--- src/rtl/mdu_iter.sv ---
// Iterative multiply/divide unit: shift-add multiplier, restoring divider, HI/LO registers.
// Optional divider datapath enabled by defining MDU_DIV_EN.
module mdu_iter #(
  parameter int unsigned WIDTH = 32
) (
  input  logic             clk,
  input  logic             rst,
  input  logic [WIDTH-1:0] opr_a_mdu_i,
  input  logic [WIDTH-1:0] opr_b_mdu_i,
  input  logic [2:0]       op_mdu_i,
  input  logic             valid_mdu_i,
  output logic             ready_mdu_o,
  output logic [WIDTH-1:0] hi_mdu_o,
  output logic [WIDTH-1:0] lo_mdu_o,
  output logic             done_mdu_o,
  output logic             dz_mdu_o
);

  localparam int unsigned CW = $clog2(WIDTH) + 1;
  localparam int unsigned AW = 2 * WIDTH;

  typedef enum logic [1:0] {
    IDLE = 2'd0,
    CALC = 2'd1,
    FIX  = 2'd2
  } state_t;

  state_t           state_q, state_d;
  logic [CW-1:0]    cnt_q, cnt_d;
  logic [AW-1:0]    acc_q, acc_d;
  logic [WIDTH-1:0] opnd_q, opnd_d;
  logic [WIDTH-1:0] hi_q, hi_d, lo_q, lo_d;
  logic             neg_res_q, neg_res_d;
  logic             done_q, done_d;
  logic             ready_q, ready_d;

  logic             a_neg, b_neg;
  logic [WIDTH-1:0] a_abs, b_abs;
  logic [WIDTH:0]   mul_sum;
  logic [AW-1:0]    prod_fix;

  // Magnitudes only for signed ops; unsigned ops keep raw operands.
  assign a_neg    = op_mdu_i[0] & opr_a_mdu_i[WIDTH-1];
  assign b_neg    = op_mdu_i[0] & opr_b_mdu_i[WIDTH-1];
  assign a_abs    = a_neg ? -opr_a_mdu_i : opr_a_mdu_i;
  assign b_abs    = b_neg ? -opr_b_mdu_i : opr_b_mdu_i;
  assign mul_sum  = {1'b0, acc_q[AW-1:WIDTH]} + {1'b0, (acc_q[0] ? opnd_q : {WIDTH{1'b0}})};
  assign prod_fix = neg_res_q ? -acc_q : acc_q;

`ifdef MDU_DIV_EN
  logic             is_div_q, is_div_d;
  logic             neg_rem_q, neg_rem_d;
  logic             dz_pend_q, dz_pend_d;
  logic             dz_q, dz_d;
  logic [WIDTH:0]   div_shift;
  logic             div_ge;
  logic [WIDTH-1:0] div_diff, div_rem;

  // acc holds {remainder, dividend/quotient}; quotient bits enter at the bottom.
  assign div_shift = {acc_q[AW-1:WIDTH], acc_q[WIDTH-1]};
  assign div_ge    = div_shift >= {1'b0, opnd_q};
  assign div_diff  = div_shift[WIDTH-1:0] - opnd_q;
  assign div_rem   = div_ge ? div_diff : div_shift[WIDTH-1:0];
  assign dz_mdu_o  = dz_q;
`else
  assign dz_mdu_o  = 1'b0;
`endif

  always_comb begin
    state_d   = state_q;
    cnt_d     = cnt_q;
    acc_d     = acc_q;
    opnd_d    = opnd_q;
    neg_res_d = neg_res_q;
    hi_d      = hi_q;
    lo_d      = lo_q;
    done_d    = 1'b0;
    ready_d   = ready_q;
`ifdef MDU_DIV_EN
    is_div_d  = is_div_q;
    neg_rem_d = neg_rem_q;
    dz_pend_d = dz_pend_q;
    dz_d      = dz_q;
`endif
    case (state_q)
      IDLE: begin
        if (valid_mdu_i) begin
          if (op_mdu_i[2:1] == 2'b00) begin
            opnd_d    = a_abs;
            acc_d     = {{WIDTH{1'b0}}, b_abs};
            neg_res_d = a_neg ^ b_neg;
            cnt_d     = CW'(WIDTH);
            ready_d   = 1'b0;
            state_d   = CALC;
`ifdef MDU_DIV_EN
            is_div_d  = 1'b0;
`endif
          end
`ifdef MDU_DIV_EN
          else if (op_mdu_i[2:1] == 2'b01) begin
            opnd_d    = b_abs;
            acc_d     = {{WIDTH{1'b0}}, a_abs};
            neg_res_d = a_neg ^ b_neg;
            neg_rem_d = a_neg;
            dz_pend_d = (opr_b_mdu_i == {WIDTH{1'b0}});
            is_div_d  = 1'b1;
            cnt_d     = CW'(WIDTH);
            ready_d   = 1'b0;
            state_d   = CALC;
          end
`endif
          else if (op_mdu_i == 3'b100) begin
            hi_d   = opr_a_mdu_i;
            done_d = 1'b1;
          end
          else if (op_mdu_i == 3'b101) begin
            lo_d   = opr_a_mdu_i;
            done_d = 1'b1;
          end
        end
      end
      CALC: begin
        cnt_d = cnt_q - CW'(1);
        acc_d = {mul_sum, acc_q[WIDTH-1:1]};
`ifdef MDU_DIV_EN
        if (is_div_q) acc_d = {div_rem, acc_q[WIDTH-2:0], div_ge};
`endif
        if (cnt_q == CW'(1)) state_d = FIX;
      end
      FIX: begin
        // Sign correction and result write-back.
        hi_d = prod_fix[AW-1:WIDTH];
        lo_d = prod_fix[WIDTH-1:0];
`ifdef MDU_DIV_EN
        if (is_div_q) begin
          lo_d = dz_pend_q ? {WIDTH{1'b1}}
               : (neg_res_q ? -acc_q[WIDTH-1:0] : acc_q[WIDTH-1:0]);
          hi_d = neg_rem_q ? -acc_q[AW-1:WIDTH] : acc_q[AW-1:WIDTH];
          dz_d = dz_pend_q;
        end
`endif
        done_d  = 1'b1;
        ready_d = 1'b1;
        state_d = IDLE;
      end
      default: state_d = IDLE;
    endcase
  end

  always_ff @(posedge clk) begin
    if (rst) begin
      state_q   <= IDLE;
      cnt_q     <= '0;
      acc_q     <= '0;
      opnd_q    <= '0;
      neg_res_q <= 1'b0;
      hi_q      <= '0;
      lo_q      <= '0;
      done_q    <= 1'b0;
      ready_q   <= 1'b1;
`ifdef MDU_DIV_EN
      is_div_q  <= 1'b0;
      neg_rem_q <= 1'b0;
      dz_pend_q <= 1'b0;
      dz_q      <= 1'b0;
`endif
    end else begin
      state_q   <= state_d;
      cnt_q     <= cnt_d;
      acc_q     <= acc_d;
      opnd_q    <= opnd_d;
      neg_res_q <= neg_res_d;
      hi_q      <= hi_d;
      lo_q      <= lo_d;
      done_q    <= done_d;
      ready_q   <= ready_d;
`ifdef MDU_DIV_EN
      is_div_q  <= is_div_d;
      neg_rem_q <= neg_rem_d;
      dz_pend_q <= dz_pend_d;
      dz_q      <= dz_d;
`endif
    end
  end

  assign ready_mdu_o = ready_q;
  assign hi_mdu_o    = hi_q;
  assign lo_mdu_o    = lo_q;
  assign done_mdu_o  = done_q;

endmodule

--- config.mk ---
export PLATFORM = sky130hd
export DESIGN_NAME = mdu_iter
export DESIGN_NICKNAME = d
export VERILOG_FILES = /design/src/rtl/mdu_iter.sv
export SDC_FILE = /design/constraint.sdc
export NUM_CORES = 1
export LEC_CHECK = 0
export CAP_MARGIN = 0
export CORE_UTILIZATION = 40
export DETAILED_ROUTE_END_ITERATION = 6
export HOLD_SLACK_MARGIN = 0.12
export PLACE_DENSITY = 0.67
export SYNTH_ARGS = -nofsm -noshare
export SYNTH_HDL_FRONTEND = slang
export SYNTH_SLANG_ARGS = --single-unit
--- constraint.sdc ---
create_clock -name clk -period 5.7 [get_ports clk]
set_input_delay 1.71 -clock clk [delete_from_list [all_inputs] [get_ports clk]]
set_output_delay 1.71 -clock clk [all_outputs]
set_load 0.02 [all_outputs]
# Yosys cells after proc, flatten, opt, wreduce, memory -nomap -nowiden
# Index checks and enable logic that the tools add are counted.
# Widths: inputs -> output; s select.
[word_totals]
regBits = 171
inputBits = 70
elab_cells = 70
[op_classes]
n_addsub = 5
n_eq_ne = 12
muxes = 31
bitwise_logic = 3
n_reduce_logical = 10
[ops]
columns = ["cell", "n"]
rows = [
  ["$mux 32", 10],
  ["$mux 64", 3],
  ["$pmux 32 s2", 2],
  ["$pmux 64 s2", 1],
  ["$neg 32->32", 2],
  ["$neg 64->64", 1],
  ["$add 32x32->33", 1],
  ["$ne 2x2->1 const B", 7],
  ["$mux 6", 2],
  ["$pmux 6 s2", 1],
  ["$reduce_and 3->1", 4],
  ["$eq 3x3->1 const B", 2],
  ["$eq 6x1->1 const B", 1],
  ["$mux 1", 6],
  ["$mux 2", 3],
  ["$sub 6x1->6 const B", 1],
  ["$reduce_and 5->1", 1],
  ["$logic_not 2->1", 2],
  ["$pmux 1 s2", 2],
  ["$pmux 2 s2", 1],
  ["$reduce_and 4->1", 1],
  ["$reduce_bool 2->1", 2],
  ["$and 1x1->1", 2],
  ["$eq 2x1->1 const B", 1],
  ["2 further kinds", 2],
]

# Longest topological paths before layout
[logic_depth]
depth_word = 6
ltp_mapped = 13
mapped_depth_nobuf = 11

# Worst setup path before layout
# OpenSTA, ideal clock, no wires.
[synth_path]
kind = "input -> register"
from = "input opr_b_mdu_i[5]"
to = "register acc_q[21]"
arrival_ns = 3.550
required_ns = 5.570
setup_slack_ns = 2.019
stages = 7
path_buffers = 0
cell_sequence = "or4_1 > nor4_1 > and2_1 > nand2_1 > o41ai_1 > xor2_1 > o22ai_1"
[synth_via]
elab_chain_len = 5
[synth_lines]
columns = ["element", "line_no", "text"]
rows = [
  ["from (decl)", "9", "input logic [WIDTH-1:0] opr_b_mdu_i,"],
  ["$neg 32->32", "46", "assign b_abs = b_neg ? -opr_b_mdu_i : opr_b_mdu_i;"],
  ["$mux 32", "46", ""],
  ["$mux 64", "88", "if (op_mdu_i[2:1] == 2'b00) begin"],
  ["$mux 64", "87", "if (valid_mdu_i) begin"],
  ["$pmux 64 s2", "85", "case (state_q)"],
  ["to (signal assigned)", "154", "acc_q <= '0;"],
  ["to (signal assigned)", "170", "acc_q <= acc_d;"],
  ["to (decl)", "30", "logic [AW-1:0] acc_q, acc_d;"],
]
# Every way passes these cells. The select of a mux whose other input is x is not followed.
# A chain may end at the register's enable or synchronous reset.

# Worst setup path in the final report
[layout_path]
from = "input opr_b_mdu_i[3]"
to = "register acc_q[21]"
# Same word-level chain as after synthesis.

==> flow_summary.yaml <==
timing:
  fin_crit_ns: 4.08
  finalCritPeriodShare: 0.715
  setup_violations: 0
  setup_ws_ns: 1.62
  relSlewSlack: 0.241
  fin_hold_ws_ns: 0.454
  grt_setup_unrepaired: "no"
  max_freq_mhz: 245
  tightest_slew_ns: 1.14
  finalClockSkew_ns: 0.0177
  tns_ns: 0
  drv_slew: 0
  finalHoldViolations: 0
synthesis:
  synth_edf_count: 0
  synth_flop_cell: "dfxtp_1"
  synthArstFlopShare: 0
  syn_inst: 1497
  yosys_warnings: 0
  ys_seq_area_frac: 0.302
  synth_top_area_frac: 0.302
  syn_nets: 1605
  ys_ff_latch: 171
  synth_top_area_cell: "dfxtp_1"
  netlist_top_cells_area: "dfxtp_1, xor2_1, a21oi_1, nand2_1, nor2_1"
  syn_area_sq_um: 11300
  synth_cell_type_count: 70
  synth_area_per_cell_sq_um: 7.56
place:
  io_buffer_count: 135
  dpl_worst_slack_ns: 1.19
  gp_congestion: 0.942
  dp_hpwl_um: 29500
clock_tree:
  cts-resized-gates: 0
  clockBufferDepth: 2
  post_cts_buffers: 0
  cts.sink_count: 171
  root_buffer: "clkbuf_16"
  clk_latency_ns: 0.45
  path_clk_slew_ns: 0.07
  cts_hold_buf: 0
  cts_made_buffers: 17
  htree_num_levels: 4
  cts_tree: "done"
setup_path:
  startpoint_type: "input pin"
  worstPathCellList: "clkdlybuf4s50_1, or4_1, nor4_1, and2_1, nand2_1, o41ai_1, xor2_1, o22ai_1"
  crit_slowest_cell: "nor4_1"
  worst_ep_required_time_ns: 6.01
  crit_buf_inv: 1
  max_stage_delay_ns: 0.59
  arrival_ns: 4.38
  path_delay_family: "simple AND/OR/NAND/NOR gates"
  cp_max_fo: 5
  worst_setup_path_end_kind: "register"
  worst-setup-path-type: "in2reg"
global_routing:
  grt_max_degree: 86
  grt_pass1_wl_um: 61400
  grt_overflow: 0
  grtUsageTotal: 0.275
  grt_pass1_vias: 10700
  antenna_found_initial: 0
route:
  drtPass1Iterations: 6
  routed_wirelength_um: 39500
  drtAntennaViolNets: 0
  avgRoutedWirePerCell_um: 20.4
  num_vias: 11600
  drc_errors: 0
  drt_iter0_drc: 1280
  post_drt_via_cell_ratio: 6.00
cells_and_area:
  drive_gt1_frac: 0.0416
  nets: 1659
  n_antenna_cell: 0
  area_growth_pct: 18.6
run:
  max-cap-violations: 0
pwr:
  powerDensity_nw_per_um2: 221
  p_leak_nw: 4.92
  peakVddDrop_mv: 0.195
floorplanning:
  fp-row-count: 61
  initial_utilization: 0.408
  dieArea_sq_um: 29000
  dieWidth_um: 170
  ioPinCount: 137
  die_h_um: 170
  core_sq_um: 27800
hold_path:
  min_path_type: "reg2reg"
outcome:
  status: "completed"
[layer usage]
layer / global-route usage / part of all wire / vias up
met5: 0 / 0 / -
met4: 0.103 / 0.035 / 0
met3: 0.0395 / 0.060 / 71
met2: 0.434 / 0.46 / 479
met1: 0.376 / 0.45 / 5536
li1: - / - / 5556
[per-stage QoR]
| stage | std cells | cell area (sq um) | power, mW | util |
|---|---|---|---|---|
| 2_1_floorplan | 1497 | 11300 | 1.58 | - |
| 3_3_place_gp | 1910 | 12800 | 1.78 | 0.462 |
| 3_5_place_dp | 1910 | 12800 | 1.78 | 0.462 |
| 4_1_cts | 1940 | 13400 | 2.96 | 0.483 |
| 5_1_grt | 1940 | 13400 | 3.08 | 0.483 |
| 6_report | 1940 | 13400 | 2.97 | 0.483 |
[cells in the mapped netlist (all sizes together), types with 20 or more instances]
cell / count
a211oi: 54
a21o: 22
a21oi: 127
a22oi: 32
and2: 39
clkbuf: 103
dfxtp: 171
ha: 37
inv: 25
nand2: 154
nand3: 35
nor2: 140
nor3: 39
nor4: 21
o21ai: 91
o22ai: 22
o31ai: 25
or3: 20
xnor2: 42
xor2: 85
[tightest hold or removal path, stage by stage, from the launching register on]
cell,delay [ns]
dfxtp_1,0.31
nand2_1,0.05
a21oi_1,0.05
[registers in the layout, summed over array words and instances, names as in the netlist]
name,flops
opnd_q,32
ready_mdu_o,1
done_mdu_o,1
lo_mdu_o,32
hi_mdu_o,32
cnt_q,6
acc_q,64
neg_res_q,1
state_q,2
[power by group]
part           internal (mW)  total, mW  switching, mW
registers               1.23       1.27         0.0413
logic                  0.188      0.493          0.305
clock network          0.654       1.20          0.545
[cells by family after synthesis]
family,synth area share
AO/OA/AOI/OAI,0.278
XOR/XNOR,0.0982
other,0.000331
adder cells (fa/ha/maj),0.0427
flip-flops,0.302
multiplexers,0.00530
buffers and inverters,0.0473
AND/OR/NAND/NOR,0.226
[final timing paths]
kind              slack, ns            to  cells past startpoint            from
setup / recovery       1.62     acc_q[21]                      8  opr_b_mdu_i[3]
hold / removal         0.45    opnd_q[16]                      2      opnd_q[16]
setup reg to reg       2.12  hi_mdu_o[27]                      7        acc_q[2]
hold reg to reg        0.45    opnd_q[16]                      2      opnd_q[16]
[cell type report]
| type | instances | area (sq um) |
|---|---|---|
| Tap cell | 378 | 473 |
| Timing Repair Buffer | 149 | 1450 |
| Sequential cell | 171 | 3420 |
| Multi-Input combinational cell | 1187 | 7400 |
| Inverter | 25 | 93.8 |
| Clock buffer | 17 | 425 |
| Clock inverter | 13 | 158 |
| Fill cell | 2765 | 14400 |
[cells in the final DEF, fill, tap and decap left out, drive strengths merged, types with 35 or more instances in the layout]
| master | Yosys | final |
|---|---|---|
| nand3 | 35 | 35 |
| clkdlybuf4s50 | 0 | 134 |
| ha | 37 | 37 |
| a21oi | 127 | 127 |
| xor2 | 85 | 85 |
| a211oi | 54 | 54 |
| nor2 | 140 | 140 |
| nor3 | 39 | 39 |
| o21ai | 91 | 91 |
| nand2 | 154 | 154 |
| and2 | 39 | 39 |
| xnor2 | 42 | 42 |
| dfxtp | 171 | 171 |
Power figures use the tool's default switching activity.
